==> config.mk <==
export PLATFORM = sky130hd
export DESIGN_NAME = rdesp_sequencer
export DESIGN_NICKNAME = d
export VERILOG_FILES = /design/src/rtl/rdesp_sequencer.sv
export SDC_FILE = /design/constraint.sdc
export NUM_CORES = 1
export LEC_CHECK = 0
export ABC_AREA = 1
export BUFFER_PORTS_ARGS = -buffer_cell sky130_fd_sc_hd__buf_2
export CELL_PAD_IN_SITES_DETAIL_PLACEMENT = 0
export CELL_PAD_IN_SITES_GLOBAL_PLACEMENT = 2
export CORE_UTILIZATION = 33
export CTS_BUF_LIST = sky130_fd_sc_hd__clkbuf_8
export DETAILED_ROUTE_END_ITERATION = 12
export PLACE_DENSITY_LB_ADDON = 0.1
export REMOVE_ABC_BUFFERS = 1
export SYNTH_ARGS = -nofsm -noshare
export SYNTH_HDL_FRONTEND = slang
export SYNTH_SLANG_ARGS = --single-unit
==> constraint.sdc <==
create_clock -name clk -period 2.3 [get_ports clk]
set_clock_uncertainty 0.15 [all_clocks]
set_input_delay 0.23 -clock clk [delete_from_list [all_inputs] [get_ports clk]]
set_output_delay 0.23 -clock clk [all_outputs]
set_load 0.02 [all_outputs]
==> src/rtl/rdesp_sequencer.sv <==
// rdesp_sequencer: command-driven controller for a 4-bit shift register.
// One command is taken per valid/ready handshake. The sequencer then walks
// the register through an optional parallel load followed by N shift/rotate
// steps. It then samples the register output and pulses done for one cycle.
// Register-control outputs decode from the state and the latched command
// fields only, so a changing cmd_* bus can never disturb an operation in flight.
module rdesp_sequencer #(
  parameter int CW = 4,  // width of the step-count field
  parameter int W  = 4   // register data width
) (
  input  logic          clk,
  input  logic          rst_n,
  input  logic          cmd_valid,
  output logic          cmd_ready,
  input  logic [1:0]    cmd_op,
  input  logic          cmd_dir,
  input  logic          cmd_sin,
  input  logic [CW-1:0] cmd_count,
  input  logic [W-1:0]  cmd_data,
  input  logic [W-1:0]  q_in,
  output logic          reg_enb,
  output logic [1:0]    reg_modo,
  output logic          reg_dir,
  output logic          reg_s_in,
  output logic [W-1:0]  reg_d,
  output logic          busy,
  output logic          done,
  output logic [W-1:0]  result
);

  // Sequencer states.
  localparam logic [1:0] ST_IDLE = 2'd0;
  localparam logic [1:0] ST_LOAD = 2'd1;
  localparam logic [1:0] ST_RUN  = 2'd2;
  localparam logic [1:0] ST_CAPT = 2'd3;

  // Command opcodes.
  localparam logic [1:0] OP_SHIFT      = 2'b00;
  localparam logic [1:0] OP_ROTATE     = 2'b01;
  localparam logic [1:0] OP_LOAD       = 2'b10;
  localparam logic [1:0] OP_LOAD_SHIFT = 2'b11;

  // Register mode encodings.
  localparam logic [1:0] MODO_SERIAL = 2'b00;
  localparam logic [1:0] MODO_ROTATE = 2'b01;
  localparam logic [1:0] MODO_LOAD   = 2'b10;

  localparam logic [CW-1:0] CNT_ZERO = '0;
  localparam logic [CW-1:0] CNT_ONE  = {{(CW-1){1'b0}}, 1'b1};

  logic [1:0]    state_reg;
  logic [1:0]    state_next;
  logic [CW-1:0] remain_reg;
  logic [CW-1:0] remain_next;

  // Latched command fields; only these steer the register during an operation.
  logic [1:0]    op_reg;
  logic          dir_reg;
  logic          sin_reg;
  logic [CW-1:0] count_reg;
  logic [W-1:0]  data_reg;

  logic          done_reg;
  logic [W-1:0]  result_reg;

  logic          accept;
  logic          load_phase;
  logic          run_phase;
  logic          rotate_op;

  // Ready only in IDLE. It is also held low for as long as reset is asserted.
  assign cmd_ready = rst_n & (state_reg == ST_IDLE);
  assign accept    = cmd_valid & cmd_ready;
  assign busy      = (state_reg != ST_IDLE);
  assign done      = done_reg;
  assign result    = result_reg;

  assign load_phase = (state_reg == ST_LOAD);
  assign run_phase  = (state_reg == ST_RUN);
  assign rotate_op  = (op_reg == OP_ROTATE);

  // Next-state and step-counter logic. RUN lasts exactly count cycles:
  // it is entered with remain=count and left on the cycle remain reaches 1.
  always_comb begin
    state_next  = state_reg;
    remain_next = remain_reg;
    unique case (state_reg)
      ST_IDLE: begin
        if (accept) begin
          if (cmd_op == OP_LOAD || cmd_op == OP_LOAD_SHIFT) begin
            state_next = ST_LOAD;
          end else if (cmd_count != CNT_ZERO) begin
            state_next  = ST_RUN;
            remain_next = cmd_count;
          end else begin
            state_next = ST_CAPT;
          end
        end
      end
      ST_LOAD: begin
        if (op_reg == OP_LOAD_SHIFT && count_reg != CNT_ZERO) begin
          state_next  = ST_RUN;
          remain_next = count_reg;
        end else begin
          state_next = ST_CAPT;
        end
      end
      ST_RUN: begin
        remain_next = remain_reg - CNT_ONE;
        // "<=" rather than "==" so a corrupted zero count cannot wrap to 2^CW-1.
        if (remain_reg <= CNT_ONE) begin
          state_next = ST_CAPT;
        end
      end
      ST_CAPT: begin
        state_next = ST_IDLE;
      end
      default: begin
        state_next  = ST_IDLE;
        remain_next = CNT_ZERO;
      end
    endcase
  end

  // State and step counter. An asynchronous reset abandons any command in flight.
  always_ff @(posedge clk or negedge rst_n) begin
    if (!rst_n) begin
      state_reg  <= ST_IDLE;
      remain_reg <= CNT_ZERO;
    end else begin
      state_reg  <= state_next;
      remain_reg <= remain_next;
    end
  end

  // Capture the command fields on the handshake edge.
  always_ff @(posedge clk or negedge rst_n) begin
    if (!rst_n) begin
      op_reg    <= OP_SHIFT;
      dir_reg   <= 1'b0;
      sin_reg   <= 1'b0;
      count_reg <= CNT_ZERO;
      data_reg  <= '0;
    end else if (accept) begin
      op_reg    <= cmd_op;
      dir_reg   <= cmd_dir;
      sin_reg   <= cmd_sin;
      count_reg <= cmd_count;
      data_reg  <= cmd_data;
    end
  end

  // Completion: sample q on the edge that leaves CAPT and pulse done once.
  // The register is disabled throughout CAPT, so q_in is stable here.
  always_ff @(posedge clk or negedge rst_n) begin
    if (!rst_n) begin
      done_reg   <= 1'b0;
      result_reg <= '0;
    end else begin
      done_reg <= (state_reg == ST_CAPT);
      if (state_reg == ST_CAPT) begin
        result_reg <= q_in;
      end
    end
  end

  // Register control. This decode is purely combinational from the state flops.
  // An asynchronous reset therefore drops reg_enb at once, not on the next edge.
  assign reg_enb  = load_phase | run_phase;
  assign reg_modo = load_phase               ? MODO_LOAD   :
                    (run_phase && rotate_op) ? MODO_ROTATE : MODO_SERIAL;
  assign reg_dir  = run_phase & dir_reg;
  // The serial input matters only for shift steps. It is zero while rotating.
  assign reg_s_in = run_phase & ~rotate_op & sin_reg;

  // The parallel word is presented only during the load cycle. It is zero otherwise.
  generate
    for (genvar gi = 0; gi < W; gi++) begin : g_reg_d
      assign reg_d[gi] = load_phase & data_reg[gi];
    end
  endgenerate

endmodule

======== Word-level counts from Yosys, hierarchy flattened ========
Cells that the tools add are included.
W data, S select, Z words.
word-level totals
  word-level logic and storage cells ...... 57
  bits of input ports ..................... 19
  bits in registers ....................... 23
  output and inout port bits .............. 16
cells by class
  multiplexer cells ....................... 13
  equal/unequal tests ..................... 12
  bitwise operators ....................... 11
  magnitude comparators ................... 1
  reduce and logical (&&, ||, !) cells .... 10
  $add $sub $neg .......................... 1
operator list
  kind                   count
  $mux W4                4
  $pmux W4 S3            1
  $eq A2 B2 Y1 const B   5
  $and A1 B1 Y1          9
  $mux W2                4
  $pmux W2 S4            1
  $reduce_bool A4 Y1     2
  $ne A2 B1 Y1 const B   3
  $reduce_and A5 Y1      1
  $eq A2 B1 Y1 const B   2
  $le A4 B1 Y1 const B   1
  $ne A2 B2 Y1 const B   2
  $sub A4 B1 Y4 const B  1
  $mux W1                3
  $reduce_bool A3 Y1     1
  $logic_and A1 B1 Y1    2
  $logic_not A2 Y1       1
  $reduce_and A2 Y1      1
  $reduce_bool A2 Y1     1
  $logic_or A1 B1 Y1     1
  $not A1 Y1             1
  $or A1 B1 Y1           1

======== Depth between registers and ports, before layout ========
Gate-level depths: netlist of the first run.
  depth in word-level cells ............... 5
  depth in mapped cells ................... 9
  depth with buffers taken out ............ 9

======== Least setup slack after synthesis of the first run ========
Ideal clock, no wire load.
  kind .................................... reg2out
  start ................................... reg state_reg[1]
  end ..................................... out reg_modo[0]
  buffers on the path ..................... 1
  arrival ................................. 1.490 ns
  setup slack ............................. 0.430 ns
  cell stages (with the launch flop) ...... 5
  required time ........................... 1.920 ns
  path through ............................ dfrtp_1 inv_1 ha_1 buf_2 nor4_1
on the way
  elaborated cells on any way between the ends .. 5
  classes of those cells .................. 2 x eq/ne; 2 x mux; 1 x reduce/logical
RTL lines
  what                    line  text
  start, declared         51    logic [1:0] state_reg;
  start signal, assigned  131   state_reg <= state_next;
  $eq A2 B1 Y1            78    assign load_phase = (state_reg == ST_LOAD);
  net load_phase          67    logic load_phase;
  $mux W2                 170   assign reg_modo = load_phase ? MODO_LOAD :
  end, declared           22    output logic [1:0] reg_modo,
The timed path passes the listed nets, and every way through them passes these cells.

======== Worst setup path in the final report of the first run ========
  start ................................... reg state_reg[0]
  end ..................................... out reg_modo[0]
on the way
  word-level cells in the longest chain between the ends .. 4
  elaborated cells on any way between the ends .. 5
  classes of those cells .................. 2 x eq/ne; 2 x mux; 1 x reduce/logical
RTL lines
  what                 line  text
  $eq A2 B2 Y1         79    assign run_phase = (state_reg == ST_RUN);
  $logic_and A1 B1 Y1  171   (run_phase && rotate_op) ? MODO_ROTATE : MODO_SERIAL;
  $mux W1              171
  $mux W2 (*)          170
Mark *: on every way between the ends. The rest lies on a longest branch, timed or not.

==> run metrics, run 1 <==
R2R Path End=data_reg[0]; # hold bufs at CTS=1; PwrDens=roughly 1400 nW/um^2; crit end category=output port; clock slew at reported path FFs=approximately 0.080 ns; net load switching power=between 1 and 1.5 mW; initial core utilization=between 30% and 40%; Via Count=between 1,000 and 1,500; placed wire-length estimate=around 2200 um; nets@finish=209; CTS tree=yes; HP Class=in -> reg; final instance area=~1500 um^2; library cells used by synthesis=24; CTS root buffer=clkbuf_8; clock share of power=a little under an eighth; Final Power=2.218 mW; Die X=about 64 um; die area=4104 um^2; Achievable Freq=between 0.4 and 0.5 GHz; sw frac=about 46%; number of setup violations in the final report=0; placed cell areas=1485 um^2; DR vias/cell=approximately 4.5; worst-path fanout max=6; final setup TNS=0 ns; RSZ-0062 raised after global routing=false; routability cong.=0.7837; vias in the first global route=about 1,100; R2R depth=6; CTS sink cnt=23; share of cells above drive strength 1=30.77%; Reg2Reg Launch Point=state_reg[0]; multiplexer share of the synthesized area=under 10%; I/O Buffers=34; area growth from synthesis to layout=21.16%; LEAKAGE=0.8666 nW; maximum number of pins on one net before global-route repair=24; drt pass-1 iters=2; CP Cell Sequence=inv_1 > ha_1 > inv_1 > nor4_1 > buf_2; cts repair resizes=0; Arr. time, crit path=about 1.6 ns; diodes inserted=0; Slew HR=70.39%; Post-Synthesis Cell Area=roughly 1300 um^2; H-tree depth=1; Post-CTS Setup Inserts=0; CTS max path bufs=2; Worst Setup Start Kind=flip-flop; Final min period=roughly 2 ns; Die Y=roughly 64 um; Worst-Skew Late Latency=~0.26 ns; crit-path max cell delay=0.41 ns; DRT antenna net count=0; Syn. warnings=0; Synth Area in Compound Gates=about a tenth; placed cells=225; GRT Util Overall=between 10% and 20%; worst setup path end=reg_modo[0]; core area=roughly 3700 um^2; Gate Count Post-Synth=145; Crit Path Class=reg -> out; first-pass GRT wire length=around 4900 um; final-report max-slew violation count=0; row count=22; Setup crit start=state_reg[0]; Flop pwr share=roughly a third; residual DRC count=0; status=complete, no violations; Crit path required time=1.92 ns; Seq/Total Area, Yosys=45.28%; Avg WL per Cell=between 10 and 15 um; Max Cap Violations=0; initial antenna violation count=0; largest family of logic cells by synthesized area=simple AND/OR/NAND/NOR gates; Finished Layout Cells=230; Tcrit/Tclk final=~87%; Most common cell on crit path=inv_1; Ports=35; simple-gate share of the synthesized area=between 10% and 20%; synthesized flop and latch total=23; worst slew pin tran=around 0.44 ns; remaining global-route overflow=0; total CTS buffers=3; Post-Synth XOR/XNOR Area=0%; flop2flop setup slack=~0.64 ns; starting DRC count in detailed routing=37; Comb pwr share=around 56%; internal power=1.196 mW; drt total wl=between 2000 and 3000 um; Max IR drop VDD=0.5481 mV; Final Hold Vio Count=0; Post-Synth Adder-Cell Area=under 10%; Avg Cell Area, Syn=between 8 and 9 um^2; slowest CP cell=dfrtp_1
[metrics by stage]
stage	utilization, %	hold WS (ns)	worst slack [ns]
final	41.76	0.02584	0.2939
after global routing	41.76	0.02984	0.1520
after CTS	41.76	0.02320	0.2458
after detailed placement	40.26	0.1707	0.5477
after global placement	40.26	0.1688	0.6236
after floorplan	-	-0.2156	0.3811
[cells in the final DEF (no fill, tap or decap), types with 2 or more instances in the layout]
master | Yosys | layout
a21oi_1 | 4 | 4
inv_1 | 23 | 24
nand3_1 | 6 | 6
buf_2 | 1 | 34
nor2_1 | 7 | 7
o21ai_1 | 8 | 8
o21ai_0 | 9 | 9
clkbuf_8 | 0 | 3
nand2_2 | 2 | 2
nand2_1 | 33 | 33
dfrtp_1 | 23 | 23
ha_1 | 7 | 7
inv_2 | 2 | 2
mux2_2 | 9 | 9
[worst min-delay path by stage]
stage | cells past startpoint | slack [ns] | from | to
detailed placement | 2 | 0.17 | rst_n | remain_reg[0]
global placement | 2 | 0.17 | rst_n | remain_reg[2]
global route | 2 | 0.03 | cmd_data[2] | data_reg[2]
finish | 2 | 0.03 | cmd_data[2] | data_reg[2]
floorplan | 0 | -0.22 | rst_n | count_reg[0]
CTS | 2 | 0.02 | cmd_data[2] | data_reg[2]
[layout make-up]
cell class / instances / area, um^2
Multi-Input combinational cell: 94 / 578.1
Inverter: 25 / 93.84
Sequential cell: 23 / 575.6
Fill cell: 403 / 2148
Clock inverter: 1 / 3.754
Timing Repair Buffer: 36 / 187.7
Tap cell: 48 / 60.06
Clock buffer: 3 / 41.29
[critical path: cells and delay by family, from the launching register on]
family,cells,cell delay (ns)
adder cells (fa/ha/maj),1,0.31
AND/OR/NAND/NOR,1,0.18
flip-flops,1,0.41
buffers and inverters,3,0.46
[Yosys cell counts]
cell type | n | area share (%)
inv_1 | 23 | 6.8
nand2_1 | 33 | 9.7
nor2_2 | 1 | 0.49
ha_1 | 7 | 6.9
a22oi_1 | 1 | 0.59
nand3_1 | 6 | 2.4
buf_2 | 1 | 0.39
nor4_1 | 1 | 0.49
a21oi_1 | 4 | 1.6
o21ai_0 | 9 | 3.5
buf_4 | 1 | 0.59
mux2_2 | 9 | 8.0
nor2_1 | 7 | 2.1
nand2_4 | 1 | 0.89
inv_2 | 2 | 0.59
a21oi_2 | 1 | 0.69
buf_6 | 1 | 0.89
nand2_2 | 2 | 0.98
mux2_1 | 1 | 0.89
nor2_8 | 1 | 1.6
dfrtp_1 | 23 | 45
o21ai_1 | 8 | 3.1
o211a_1 | 1 | 0.79
nand3_2 | 1 | 0.79
[per-layer routing]
| metal | up-vias | GRT usage [%] | routed length [um] |
|---|---|---|---|
| met1 | 501 | 20.27 | 1292 |
| met5 | - | 0 | 0 |
| met3 | 2 | 2.679 | 82 |
| li1 | 528 | - | - |
| met2 | 14 | 25.66 | 1333 |
| met4 | 0 | 5.114 | 23 |
[power by group through the flow]
stage	Sequential, mW	Clock [mW]	Combinational, mW
after floorplan	0.763	0	0.885
after global placement	0.736	0	1.26
after detailed placement	0.742	0	1.26
after CTS	0.733	0.262	1.27
after global routing	0.759	0.275	1.43
final	0.730	0.251	1.24
[cell families after synthesis]
family,Yosys count
AO/OA/AOI/OAI,24
adder cells (fa/ha/maj),7
buffers and inverters,28
flip-flops,23
multiplexers,10
AND/OR/NAND/NOR,53
Power figures use the tool's default switching activity.
==> run 2: changes to the inputs <==
==> constraint.sdc (replaced) <==
create_clock -name clk -period 2.3 [get_ports clk]
set_clock_uncertainty 0.15 [all_clocks]
set_input_delay 0.46 -clock clk [delete_from_list [all_inputs] [get_ports clk]]
set_output_delay 0.46 -clock clk [all_outputs]
set_load 0.02 [all_outputs]
==> run metrics, run 2 (synthesis gave the netlist of run 1 again) <==
DRT antenna net count=0 (unchanged); placed cell areas=1485 um^2 (unchanged); row count=22 (unchanged); Achievable Freq=0.4599 GHz (-7.7%); nets@finish=209 (unchanged); area growth from synthesis to layout=21.65%; Final Hold Vio Count=0 (unchanged); diodes inserted=0 (unchanged); number of setup violations in the final report=0 (unchanged); GRT Util Overall=15.83% (+0.35 points); DR vias/cell=4.574 (+0.67%); Most common cell on crit path=inv_1; final instance area=1546 um^2 (+0.41%); Max IR drop VDD=0.6718 mV (+23%); drt pass-1 iters=4 (+2); HP Class=in -> reg; clock slew at reported path FFs=0.08 ns (about the same); worst hold slack=0.2610 ns (+0.2352 ns); slowest CP cell=dfrtp_1; met2 WL=1251 um (-6.2%); Finished Layout Cells=230 (unchanged); Die X=64.07 um (unchanged); Ports=35 (unchanged); total CTS buffers=3 (unchanged); first-pass GRT wire length=4933 um (+0.69%); Die Y=64.07 um (unchanged); maximum number of pins on one net before global-route repair=22 (-8.3%); crit end category=output port; Avg WL per Cell=11.91 um (+0.29%); RSZ-0062 raised after global routing=false; I/O Buffers=34 (unchanged); Final Power=2.239 mW (+0.92%); Via Count=1,052 (+0.67%); FILL cells=402 (-0.25%); H-tree depth=1 (unchanged); final-report max-slew violation count=0 (unchanged); Max Used Layer=met4; residual DRC count=0 (unchanged); drt total wl=2740 um (+0.29%); initial core utilization=34.46% (unchanged); Slew HR=79.53% (+9.1 points); CTS max path bufs=2 (unchanged); CP Cell Sequence=inv_1 > ha_2 > inv_1 > nor4_1 > buf_2; vias in the first global route=1,051 (-3.4%); routed wl met3=93 um (+13%); Worst-Skew Late Latency=0.26 ns (about the same); remaining global-route overflow=0 (unchanged); routability cong.=0.7837 (unchanged); most common cell after layout, fill and taps aside=buf_2; Arr. time, crit path=1.56 ns (-0.07 ns); Crit Path Class=reg -> out; placed cells=225 (unchanged); CTS root buffer=clkbuf_8; worst-path fanout max=6 (unchanged); initial antenna violation count=0 (unchanged); status=complete, no violations; core area=3689 um^2 (unchanged); placed wire-length estimate=2174 um (about the same); final setup TNS=0 ns (unchanged); Final min period=2.175 ns (+0.1685 ns); Worst Setup Start Kind=flip-flop; PwrDens=1448 nW/um^2 (+0.51%); share of cells above drive strength 1=32.42% (+1.6 points); starting DRC count in detailed routing=52 (+41%); most frequent cells in the layout=34 x buf_2, 33 x nand2_1, 23 x inv_1, 23 x dfrtp_1; CTS sink cnt=23 (unchanged); Max Cap Violations=0 (unchanged); worst slew pin tran=0.3070 ns (-0.1371 ns); Metal-1 WL=1377 um (+6.6%); LEAKAGE=0.8620 nW (-0.53%); Tcrit/Tclk final=94.55% (+7.3 points); Crit path required time=1.69 ns (-0.23 ns); die area=4104 um^2 (unchanged); CTS tree=yes; crit-path max cell delay=0.41 ns (about the same)
run 2: cell types whose count changed in the layout (fill, tap and decap cells not counted):
| cell | delta |
|---|---|
| clkinv_2 | +1 |
| ha_1 | -2 |
| ha_2 | +2 |
| inv_1 | -1 |
run 2: per-stage QoR:
stage               util [%]  worst slack [ns]
finish                 41.93            0.1254
global placement       40.26            0.3983
floorplan                  -            0.1511
CTS                    41.79           0.03347
detailed placement     40.26            0.3285
global route           41.93          0.006784
run 2: report_power, final:
part | total [mW] | internal (mW) | leakage [nW] | switching, mW
sequential | 0.732 | 0.606 | 0.280 | 0.126
combinational | 1.26 | 0.478 | 0.557 | 0.778
clock | 0.251 | 0.121 | 0.0255 | 0.130
total | 2.24 | 1.20 | 0.862 | 1.03
run 2: area by class of cell:
| class | instances | area, um^2 | share of cell area, % |
|---|---|---|---|
| clock buffer | 3 | 41.29 | 2.670 |
| clock inverter | 1 | 5.005 | 0.3236 |
| inverter | 25 | 93.84 | 6.068 |
| multi-input combinational | 94 | 583.1 | 37.70 |
| sequential | 23 | 575.6 | 37.22 |
| tap | 48 | 60.06 | 3.884 |
| timing repair buffer | 36 | 187.7 | 12.14 |
run 2: routing by layer:
layer | global-route usage, % | up-vias
met4 | 5.114 | 0
met2 | 24.73 | 16
met5 | 0 | -
met1 | 21.97 | 500
li1 | - | 534
met3 | 2.857 | 2
run 2: timing repair:
item / in CTS / in global routing
setup endpoints to repair: 0 / 5
hold endpoints to repair: 2 / 0
setup buffers: 0 / 0
hold buffers: 1 / 0
resized for setup: 0 / 2
run 2: worst paths after layout:
path                         startpoint  cells past startpoint            to  slack [ns]
setup / recovery           state_reg[0]                      5   reg_modo[0]        0.13
hold reg to reg             data_reg[2]                      1   data_reg[2]        0.35
hold / removal              cmd_data[2]                      2   data_reg[2]        0.26
max in group asynchronous         rst_n                      3   data_reg[1]        1.10
setup reg to reg           state_reg[0]                      6   data_reg[3]        0.64
min in group asynchronous         rst_n                      2  state_reg[0]        0.39
run 2: worst max-delay path: cells and delay by family, from the launching register on:
family	cells	cell delay [ns]
AND/OR/NAND/NOR	1	0.19
adder cells (fa/ha/maj)	1	0.26
buffers and inverters	3	0.44
flip-flops	1	0.41
==> run 3: changes to the inputs <==
==> constraint.sdc (replaced) <==
create_clock -name clk -period 2.3 [get_ports clk]
set_clock_uncertainty 0.15 [all_clocks]
set_input_delay 0 -clock clk [delete_from_list [all_inputs] [get_ports clk]]
set_output_delay 0 -clock clk [all_outputs]
set_load 0.02 [all_outputs]
==> run metrics, run 3 (synthesis gave the netlist of run 1 again) <==
DR vias/cell=4.447 (-2.8%); Final Hold Vio Count=0 (unchanged); total CTS buffers=3 (unchanged); vias in the first global route=1,075 (+2.3%); CTS tree=yes; CTS max path bufs=2 (unchanged); R2R Path End=remain_reg[2]; clock slew at reported path FFs=0.08 ns (about the same); placed wire-length estimate=2151 um (-1.1%); core area=3689 um^2 (unchanged); Tcrit/Tclk final=79.92% (-15 points); Worst Setup Start Kind=flip-flop; most frequent cells in the layout=34 x buf_2, 33 x nand2_1, 24 x inv_1, 23 x dfrtp_1, 17 x dlygate4sd3_1; initial antenna violation count=0 (unchanged); met2 Resource Use GR=24.47% (-0.27 points); Die Y=64.07 um (unchanged); R2R depth=7 (+1); Max IR drop VDD=0.6090 mV (-9.3%); CTS root buffer=clkbuf_8; initial core utilization=34.46% (unchanged); Max Cap Violations=0 (unchanged); area growth from synthesis to layout=33.76%; Avg WL per Cell=11.06 um (-7.2%); Ports=35 (unchanged); Setup crit start=state_reg[0]; RSZ-0062 raised after global routing=false; CTS sink cnt=23 (unchanged); diodes inserted=0 (unchanged); crit end category=output port; I/O Buffers=34 (unchanged); fin util=46.10% (+4.2 points); LEAKAGE=0.9334 nW (+8.3%); worst setup path end=reg_modo[0]; Via Count=1,094 (+4.0%); first-pass GRT wire length=4560 um (-7.6%); drt pass-1 iters=4 (unchanged); maximum number of pins on one net before global-route repair=24 (+9.1%); remaining global-route overflow=0 (unchanged); Die X=64.07 um (unchanged); H-tree depth=1 (unchanged); Crit path required time=2.15 ns (+0.46 ns); Achievable Freq=0.5440 GHz (+18%); Final min period=1.838 ns (-0.3364 ns); share of cells above drive strength 1=28.28% (-4.1 points); DRT antenna net count=0 (unchanged); most common cell after layout, fill and taps aside=buf_2; HP Class=in -> reg; GRT Util Overall=14.51% (-1.3 points); Arr. time, crit path=1.69 ns (+0.13 ns); residual DRC count=0 (unchanged); GRT met3 Usage=2.143% (-0.71 points); final-report max-slew violation count=0 (unchanged); Post-CTS Setup Inserts=0 (unchanged); number of setup violations in the final report=0 (unchanged); row count=22 (unchanged); flop2flop setup slack=0.66 ns (+0.02 ns); Crit Path Class=reg -> out; Reg2Reg Launch Point=state_reg[1]; met1 Use GR=18.75% (-3.2 points); cts repair resizes=0 (unchanged); routability cong.=0.7576 (-3.3%); worst-path fanout max=6 (unchanged); drt total wl=2720 um (-0.73%); die area=4104 um^2 (unchanged); busiest grt layer=met2; final setup TNS=0 ns (unchanged); Worst-Skew Late Latency=0.26 ns (about the same); nets@finish=225 (+7.7%); worst slew pin tran=0.4319 ns (+0.1249 ns); Slew HR=71.20% (-8.3 points); PwrDens=1311 nW/um^2 (-9.4%); starting DRC count in detailed routing=12 (-77%); status=complete, no violations
==> run 3: cell count changes in the layout (fill, tap and decap cells not counted) <==
cell | previous run | this run
dlygate4sd3_1 | 1 | 17
ha_1 | 5 | 7
ha_2 | 2 | 0
inv_1 | 23 | 24
clkinv_2 | 1 | 0
==> run 3: critical path, stage by stage, from the launching register on <==
cell     delay, ns
dfrtp_1       0.41
inv_1         0.12
ha_1          0.32
inv_1         0.14
nor4_1        0.22
buf_2         0.22
==> run 3: where the power goes <==
part	total, mW	switching, mW	internal, mW
Combinational	1.25	0.765	0.490
Sequential	0.732	0.126	0.606
Clock	0.243	0.124	0.119
==> run 3: repair_timing <==
| action | in CTS | in global routing |
|---|---|---|
| hold endpoints to repair | 44 | 0 |
| hold buffers | 17 | 0 |
| endpoints found under the setup margin | 0 | 0 |
==> run 3: final cells by class <==
cell class	count	area, um^2
Tap cell	48	60.06
Inverter	25	93.84
Fill cell	401	1988
Clock buffer	3	41.29
Timing Repair Buffer	52	347.8
Sequential cell	23	575.6
Multi-Input combinational cell	94	578.1
Clock inverter	1	3.754
==> run 3: how the worst min path moves through the flow <==
stage | cells after the start | start | end | slack (ns)
2_1_floorplan | 0 | rst_n | count_reg[0] | -0.45
3_3_place_gp | 2 | rst_n | remain_reg[1] | -0.06
3_5_place_dp | 2 | rst_n | remain_reg[2] | -0.05
4_1_cts | 3 | cmd_valid | op_reg[1] | 0.02
5_1_grt | 3 | cmd_valid | count_reg[1] | 0.04
6_report | 3 | cmd_valid | op_reg[1] | 0.01
==> run 3: layer usage <==
metal / share of wire [%] / up-vias / wire length (um)
met5: 0 / - / 0
met4: 1.5 / 0 / 40
met3: 2.6 / 5 / 70
met2: 48 / 17 / 1300
met1: 48 / 511 / 1308
li1: - / 561 / -
==> run 3: per-stage QoR <==
stage	power [mW]	cell area, um^2	hold slack [ns]	setup slack (ns)	cells
CTS	2.266	1700	0.01811	0.4543	246
finish	2.229	1700	0.01387	0.4618	246
global placement	1.986	1485	-0.05756	0.6895	225
detailed placement	1.997	1485	-0.05467	0.6554	225
global route	2.451	1700	0.04409	0.2720	246
floorplan	1.648	1247	-0.4456	0.6111	142
